**src/rtl/bram_pkg.sv**
```systemverilog
// Shared constants and parameter-derivation helpers for the BRAM request
// controller and its response queue.
package bram_pkg;

  // Number of responses that can be outstanding (queued plus in flight).
  localparam int RSP_FIFO_DEPTH = 3;

  // Word-address width for a BRAM of the given depth (never below 1 bit).
  function automatic int calc_aw(input int depth);
    return (depth > 1) ? $clog2(depth) : 1;
  endfunction

  // Write-enable width: one bit per byte lane in byte mode, else a single bit.
  function automatic int calc_we_w(input int width, input int write_byte);
    return (write_byte != 0) ? (width / 8) : 1;
  endfunction

  // Width of an occupancy counter that must represent 0..depth inclusive.
  function automatic int calc_cw(input int depth);
    return $clog2(depth + 1);
  endfunction

endpackage

```
**src/rtl/bram_rsp_fifo.sv**
```systemverilog
// Small in-order response queue. Pointers wrap modulo DEPTH, which need not
// be a power of two. A simultaneous push and pop leaves the count unchanged.
module bram_rsp_fifo
  import bram_pkg::*;
#(
  parameter int WIDTH = 33,
  parameter int DEPTH = RSP_FIFO_DEPTH,
  localparam int PW = (DEPTH > 1) ? $clog2(DEPTH) : 1,
  localparam int CW = calc_cw(DEPTH)
) (
  input  logic             clk,
  input  logic             rst,
  input  logic             push,
  input  logic [WIDTH-1:0] push_data,
  input  logic             pop,
  output logic [WIDTH-1:0] head_data,
  output logic [CW-1:0]    count,
  output logic             empty
);

  logic [WIDTH-1:0] slots [DEPTH];
  logic [PW-1:0]    wr_ptr;
  logic [PW-1:0]    rd_ptr;
  logic             do_push;
  logic             do_pop;

  function automatic logic [PW-1:0] ptr_next(input logic [PW-1:0] ptr);
    return (ptr == PW'(DEPTH - 1)) ? '0 : (ptr + PW'(1));
  endfunction

  assign empty     = (count == '0);
  assign do_push   = push && (count != CW'(DEPTH));
  assign do_pop    = pop && !empty;
  assign head_data = slots[rd_ptr];

  // Storage is not reset; only the pointers and count define validity.
  always_ff @(posedge clk) begin
    if (do_push) begin
      slots[wr_ptr] <= push_data;
    end
  end

  // Pointer and occupancy bookkeeping.
  always_ff @(posedge clk) begin
    if (rst) begin
      wr_ptr <= '0;
      rd_ptr <= '0;
      count  <= '0;
    end else begin
      if (do_push) begin
        wr_ptr <= ptr_next(wr_ptr);
      end
      if (do_pop) begin
        rd_ptr <= ptr_next(rd_ptr);
      end
      case ({do_push, do_pop})
        2'b10:   count <= count + CW'(1);
        2'b01:   count <= count - CW'(1);
        default: count <= count;
      endcase
    end
  end

endmodule

```
**src/rtl/bram_ctrl.sv**
```systemverilog
// Valid/ready request front end for a single-port BRAM with one cycle of
// read latency. Requests drive the BRAM port combinationally in the accept
// cycle; the BRAM output is captured one cycle later into a 3-entry response
// queue. Ready depends only on registered occupancy, so there is no
// combinational path from rsp_ready or req_valid to req_ready.
module bram_ctrl
  import bram_pkg::*;
#(
  parameter int DEPTH      = 65536,
  parameter int WIDTH      = 32,
  parameter int WRITE_BYTE = 0,
  localparam int AW   = calc_aw(DEPTH),
  localparam int NB   = WIDTH / 8,
  localparam int WE_W = calc_we_w(WIDTH, WRITE_BYTE)
) (
  input  logic             clk,
  input  logic             rst,
  input  logic             req_valid,
  output logic             req_ready,
  input  logic             req_write,
  input  logic [AW-1:0]    req_addr,
  input  logic [WIDTH-1:0] req_wdata,
  input  logic [NB-1:0]    req_wstrb,
  output logic             rsp_valid,
  input  logic             rsp_ready,
  output logic             rsp_write,
  output logic [WIDTH-1:0] rsp_rdata,
  output logic [AW-1:0]    mem_addr,
  output logic [WIDTH-1:0] mem_din,
  output logic [WE_W-1:0]  mem_we,
  input  logic [WIDTH-1:0] mem_dout
);

  localparam int CW = calc_cw(RSP_FIFO_DEPTH);
  localparam int OW = CW + 1;

  logic             accept;
  logic             inflight;
  logic             inflight_write;
  logic [AW-1:0]    addr_q;
  logic [WIDTH-1:0] din_q;
  logic [WE_W-1:0]  we_bits;
  logic [CW-1:0]    fifo_count;
  logic             fifo_empty;
  logic [OW-1:0]    occupancy;
  logic [WIDTH-1:0] rsp_data_in;
  logic [WIDTH:0]   push_data;
  logic [WIDTH:0]   head_data;
  logic             pop;

  // Occupancy counts the response already captured plus the one whose BRAM
  // read is still in flight; both will need a queue slot.
  assign occupancy = {1'b0, fifo_count} + OW'(inflight);
  assign req_ready = !rst && (occupancy < OW'(RSP_FIFO_DEPTH));
  assign accept    = req_valid && req_ready;

  if (WRITE_BYTE != 0) begin : g_byte_we
    assign we_bits = req_wstrb;
  end else begin : g_word_we
    assign we_bits = |req_wstrb;
  end

  // Reset forces the port to zero; otherwise address and data hold the last
  // accepted request so the BRAM sees a quiet, stable port when idle.
  assign mem_we   = (accept && req_write) ? we_bits : '0;
  assign mem_addr = rst ? '0 : (accept ? req_addr : addr_q);
  assign mem_din  = rst ? '0 : (accept ? req_wdata : din_q);

  // Remember the last driven address/data for idle cycles.
  always_ff @(posedge clk) begin
    if (rst) begin
      addr_q <= '0;
      din_q  <= '0;
    end else if (accept) begin
      addr_q <= req_addr;
      din_q  <= req_wdata;
    end
  end

  // One-cycle tag marking that mem_dout belongs to last cycle's request.
  always_ff @(posedge clk) begin
    if (rst) begin
      inflight       <= 1'b0;
      inflight_write <= 1'b0;
    end else begin
      inflight       <= accept;
      inflight_write <= accept && req_write;
    end
  end

  // Write responses carry zero data; reads capture the BRAM output.
  assign rsp_data_in = inflight_write ? '0 : mem_dout;
  assign push_data   = {inflight_write, rsp_data_in};
  assign pop         = rsp_valid && rsp_ready;

  bram_rsp_fifo #(
    .WIDTH (WIDTH + 1),
    .DEPTH (RSP_FIFO_DEPTH)
  ) u_rsp_fifo (
    .clk       (clk),
    .rst       (rst),
    .push      (inflight),
    .push_data (push_data),
    .pop       (pop),
    .head_data (head_data),
    .count     (fifo_count),
    .empty     (fifo_empty)
  );

  // Reset hides the queue immediately, before its state clears at the edge.
  assign rsp_valid = !rst && !fifo_empty;
  assign rsp_write = rsp_valid && head_data[WIDTH];
  assign rsp_rdata = rsp_valid ? head_data[WIDTH-1:0] : '0;

endmodule

```
**config.mk**
```make
export PLATFORM = sky130hd
export DESIGN_NAME = bram_ctrl
export DESIGN_NICKNAME = d
export VERILOG_FILES = /design/src/rtl/bram_pkg.sv /design/src/rtl/bram_rsp_fifo.sv /design/src/rtl/bram_ctrl.sv
export SDC_FILE = /design/constraint.sdc
export NUM_CORES = 1
export LEC_CHECK = 0
export BUFFER_PORTS_ARGS = -buffer_cell sky130_fd_sc_hd__buf_2
export CORE_UTILIZATION = 57
export DETAILED_ROUTE_END_ITERATION = 10
export GPL_ROUTABILITY_DRIVEN = 1
export PLACE_DENSITY = 0.85
export SYNTH_ARGS = -nofsm -noshare
export SYNTH_HDL_FRONTEND = slang
export SYNTH_HIERARCHICAL = 1
export SYNTH_SLANG_ARGS = --single-unit
```
**constraint.sdc**
```tcl
create_clock -name clk -period 9 [get_ports clk]
set_input_delay 1.8 -clock clk [delete_from_list [all_inputs] [get_ports clk]]
set_output_delay 1.8 -clock clk [all_outputs]
set_load 0.02 [all_outputs]
```
Word level (Yosys, flattened, before mapping):

Memories as Yosys holds them, arrays and structs flattened. A register that Yosys moved wholly into a read port is not among the register bits.
Cells that the tools add are included.

* flip-flop bits (word level): 56
* memories kept: 1
* bits in writable memories: 99
* input port bits: 89
* logic and storage cells: 46
* output and inout bits: 84

Memories
* u_rsp_fifo.slots: words 3, width 33, read ports 1, clocked after memory_dff 1, wr ports 1, RTL line bram_rsp_fifo.sv:21 `logic [WIDTH-1:0] slots [DEPTH];`

* add/sub/neg operators: 5
* equal/unequal tests: 5
* order comparisons: 1
* mux-type cells: 14
* reduce and logical (&&, ||, !) cells: 13

Operator list (count)
* 32-bit 2-to-1 mux: 4
* 16-bit 2-to-1 mux: 2
* 1-bit logical AND: 8
* 2-bit 2-to-1 mux: 4
* 2-bit by 1-bit adder with 2-bit output (second input constant): 3
* 2-bit equality test (second input constant): 3
* 2-bit case mux with 2 select lines: 1
* 4-bit OR reduction: 1
* 2-bit by 1-bit adder with 3-bit output: 1
* 3-bit by 2-bit < comparator with 1-bit output (second input constant): 1
* 1-bit 2-to-1 mux: 3
* 2-bit by 1-bit equality test with 1-bit output (second input constant): 1
* 1-bit zero test: 2
* 2-bit zero test: 1
* 2-bit != test (second input constant): 1
* 2-bit nonzero test: 1
* 2-bit by 1-bit subtractor with 2-bit output (second input constant): 1

Depth between registers and ports, before layout:

* depth after elaboration: 7
* mapped depth: 9
* mapped depth without buffers: 9

Cells and area by module:

Netlist, hierarchy kept.

Modules (own cells, without submodules)
* bram_rsp_fifo: sequential area each 3133.0 sq um, cells each 242, area an instance 3962.6 sq um, instances 1
* bram_ctrl: sequential area each 1001.0 sq um, cells each 301, area an instance 2618.8 sq um, instances 1

Worst setup path after synthesis:

Ideal clock, no wire load.

* kind: input to output
* from: input port req_valid
* to: output port mem_addr[11]
* arrival time: 2.759 ns
* stages on the path: 4
* path buffers: 2
* setup slack: 4.441 ns
* data required time: 7.200 ns
* path through: clkbuf_1 > and2_4 > buf_2 > o21ai_0

* longest elaborated chain between the ends: 3

Ends and longest elaborated chain
* from (decl): RTL line bram_ctrl.sv:18 `input logic req_valid,`
* 1-bit logical AND: RTL line bram_ctrl.sv:55 `assign accept = req_valid && req_ready;`
* 16-bit 2-to-1 mux (2 in a row)
* to (decl): RTL line bram_ctrl.sv:28 `output logic [AW-1:0] mem_addr,`

No other way between the ends.

Worst setup path in the final report:

* from: input port rst
* to: output port rsp_rdata[31]

* longest elaborated chain between the ends: 3

Ends and longest elaborated chain
* from (decl): RTL line bram_ctrl.sv:17 `input logic rst,`
* 1-bit zero test: RTL line bram_ctrl.sv:111 `assign rsp_valid = !rst && !fifo_empty;`
* 1-bit logical AND: RTL line bram_ctrl.sv:111
* 32-bit 2-to-1 mux: RTL line bram_ctrl.sv:113 `assign rsp_rdata = rsp_valid ? head_data[WIDTH-1:0] : '0;`
* to (decl): RTL line bram_ctrl.sv:27 `output logic [WIDTH-1:0] rsp_rdata,`

No other way between the ends.

==> results.cfg <==
[status]
status = completed

[synthesis]
synth-seq-area-share_pct = 62.8
syn-num-nets = 635
dominant_synthesized_flop_cell = sky130_fd_sc_hd__edfxtp_1
yosys_warnings = 6
synth_edf_count = 99
fraction_of_registers_with_async_set_or_reset_after_synthesis_pct = 0
syn-instance-count = 543
synthDistinctLibCells = 31
syn_area_per_cell_um2 = 12.1
mappedNetlistArea_um2 = 6580
ys_ff_latch = 157

[clocking]
cts_root_buffer = sky130_fd_sc_hd__clkbuf_16
cts_setup_buffers = 0
cts_resized = 0
cts.reportedPaths.clkPinSlew_ns = 0.06
clock_sink_count = 157
worst_skew_pair.late_latency_ns = 0.40
ctsHtreeMaxLevel = 4
holdBufCountCts = 0
cts-buffers-inserted = 17
clock_path_buffers = 2
cts_tree = done

[power]
power.static_leakage_uw = 0.00308
seqPwrFrac_pct = 50.4
comb_power_share_pct = 10.0
pwr-share-clk_pct = 39.7
power_switching_share_pct = 22.6
power_density_nw_per_um2 = 200
power.internal_uw = 1240
irDropWorstVdd_mv = 0.114
power_switching_uw = 362

[route]
final_wirelength_mm = 13.1
dr_wl_met3_um = 873
route.detailed.vias_per_inst = 5.40
met1_length_mm = 5.41
dr_wl_met2_mm = 6.60
postRouteAntennaNets = 0
detailedRoute.firstPassIterationCount = 5
wl_per_cell_um = 15.4
num_vias = 4589
remaining_drc_errors = 0
topRoutingLayerUsed = met4
initialDrtViolationCount = 256

[timing]
setup_viol = 0
clock-skew-final_ns = 0.00968
tns_ns = 0
period_minus_slack_ns = 5.46
min_period_over_period_pct = 60.7
worst_slew_margin_relative_to_its_limit_pct = 19.3
timing_max_transition_violations_final = 0
hold_viol = 0
unrepaired_setup_endpoints_after_global_routing = false
worst-slew-pin-transition_ns = 1.21
fin_hold_ws_ns = 0.466
fmax_mhz = 183

[grt]
first_global_vias = 4378
antenna_found_initial = 0
globalRoute.totalOverflow = 0
grt_first_pass_wirelength_mm = 20.5
grt_start_max_net_pins = 105
grt_use_total_pct = 22.5

[critical_path]
setup.worst_path.end_class = primary output
crit_path_max_incr_delay_ns = 1.01
path_class = primary input to primary output
cp_arrival_ns = 3.66
cp_cell_sequence = buf_2 -> buf_4 -> nor2_2 -> and2_1 -> buf_2
critical_path.most_common_cell = sky130_fd_sc_hd__buf_2
cp-start-kind = primary input
worstRegToRegCells = 8
crit_required_ns = 7.20
crit_slowest_cell = sky130_fd_sc_hd__nor2_2
worst_path_dominant_cell_family = simple AND/OR/NAND/NOR gates
crit_buf_inv = 3
critPathMaxFanout = 104
cp_num_cells = 5
regToRegSetupSlack_ns = 6.26

[finish]
num-fill-cells = 753
drive_above_1_share_pct = 30.3
insertedDiodeCount = 0
finalNetCount = 789
layout_commonest_cell = sky130_fd_sc_hd__buf_2
area_growth_from_synthesis_to_layout_pct = 21.6
layout.cells.most_common_list = sky130_fd_sc_hd__buf_2, sky130_fd_sc_hd__edfxtp_1, sky130_fd_sc_hd__dfxtp_1

[placement]
hpwlAfterDp_mm = 8.25
port_buffers = 172
gpl.final_weighted_congestion = 0.769

[floorplanning]
floorplan.initialDensity_pct = 59.7
std_cell_rows = 38
die_h_um = 109
die_w_um = 109
fp.dieArea_um2 = 12000
coreArea_um2 = 11000
io-pin-count = 173

[min_path]
whs_path_depth = 2
min-delay-path-class = register to register

[run]
max-cap-violations = 0
routing by layer:
| metal | vias up | track usage [%] |
|---|---|---|
| met5 | - | 0 |
| met4 | 0 | 10.4 |
| li1 | 2247 | - |
| met1 | 2126 | 27.3 |
| met3 | 19 | 5.69 |
| met2 | 197 | 37.9 |
path summary, 6_finish.rpt:
check | start | endpoint
worst max-delay path | rst | rsp_rdata[31]
worst min-delay path | addr_q[10]$_DFF_P_ | addr_q[10]$_DFF_P_
worst max register to register | u_rsp_fifo/count[0]$_SDFFE_PP0P_ | u_rsp_fifo/count[1]$_SDFFE_PP0P_
worst min register to register | addr_q[10]$_DFF_P_ | addr_q[10]$_DFF_P_
per-stage QoR:
step | cells | util, % | area [µm²] | setup WS, ns | total power, µW
floorplan | 543 | - | 6580 | 4.44 | 924
global placement | 818 | 67.7 | 7470 | 3.70 | 976
detailed placement | 818 | 67.7 | 7470 | 3.51 | 983
CTS | 850 | 72.6 | 8010 | 3.52 | 1610
global route | 850 | 72.6 | 8010 | 3.34 | 1670
finish | 850 | 72.6 | 8010 | 3.54 | 1600
flip-flops by register name, indices dropped and copies added (netlist names), named ones only:
| name | flops |
|---|---|
| u_rsp_fifo/slots | 99 |
| din_q | 32 |
| addr_q | 16 |
| u_rsp_fifo/count | 2 |
| u_rsp_fifo/rd_ptr | 2 |
| u_rsp_fifo/wr_ptr | 2 |
| inflight | 1 |
| inflight_write | 1 |
kinds of logic (layout without fill, tap and decap cells):
logic type	after synthesis	in the layout	synth area share [%]
and+or+nand+nor	211	211	20.6
DFF	157	157	62.8
AOI/OAI and AO/OA	92	92	7.41
buffers and inverters	45	212	3.37
muxes	33	33	5.02
adders and majority gates	3	3	0.570
xor gates and xnor gates	2	2	0.266
power groups by stage:
stage          clock network [µW]  logic, µW  registers [µW]
2_1_floorplan                   0        105             819
3_3_place_gp                    0        155             821
3_5_place_dp                    0        160             823
4_1_cts                       647        161             808
5_1_grt                       682        175             810
6_report                      637        160             808
cells in the mapped netlist, drive strengths merged (5+ instances only):
| master | instances | area (µm²) |
|---|---|---|
| clkbuf | 21 | 78.8 |
| nand2 | 36 | 135 |
| a21oi | 5 | 28.8 |
| nand2b | 48 | 300 |
| dfxtp | 58 | 1160 |
| mux2i | 33 | 330 |
| buf | 22 | 135 |
| edfxtp | 99 | 2970 |
| nor2b | 32 | 200 |
| and2 | 37 | 234 |
| o21ai | 83 | 415 |
| nand4b | 48 | 420 |
worst reg2reg max path, stage by stage, from the launching register on:
cell	delay [ns]
sky130_fd_sc_hd__dfxtp_1	0.45
sky130_fd_sc_hd__nor2_1	0.08
sky130_fd_sc_hd__nor2_2	0.91
sky130_fd_sc_hd__and2_1	0.27
sky130_fd_sc_hd__o21ai_1	0.13
sky130_fd_sc_hd__inv_1	0.08
sky130_fd_sc_hd__ha_1	0.25
sky130_fd_sc_hd__or3_1	0.35
sky130_fd_sc_hd__a21oi_1	0.15
cell type report:
cell class	count	area, µm²	share of cell area [%]
Timing Repair Buffer	178	906	11.3
Clock buffer	25	497	6.21
Tap cell	140	175	2.19
Sequential cell	157	4140	51.7
Clock inverter	7	40.0	0.500
Multi-Input combinational cell	341	2240	28.0
Inverter	2	7.51	0.0938
No activity file was read; power rests on OpenSTA's default activity.
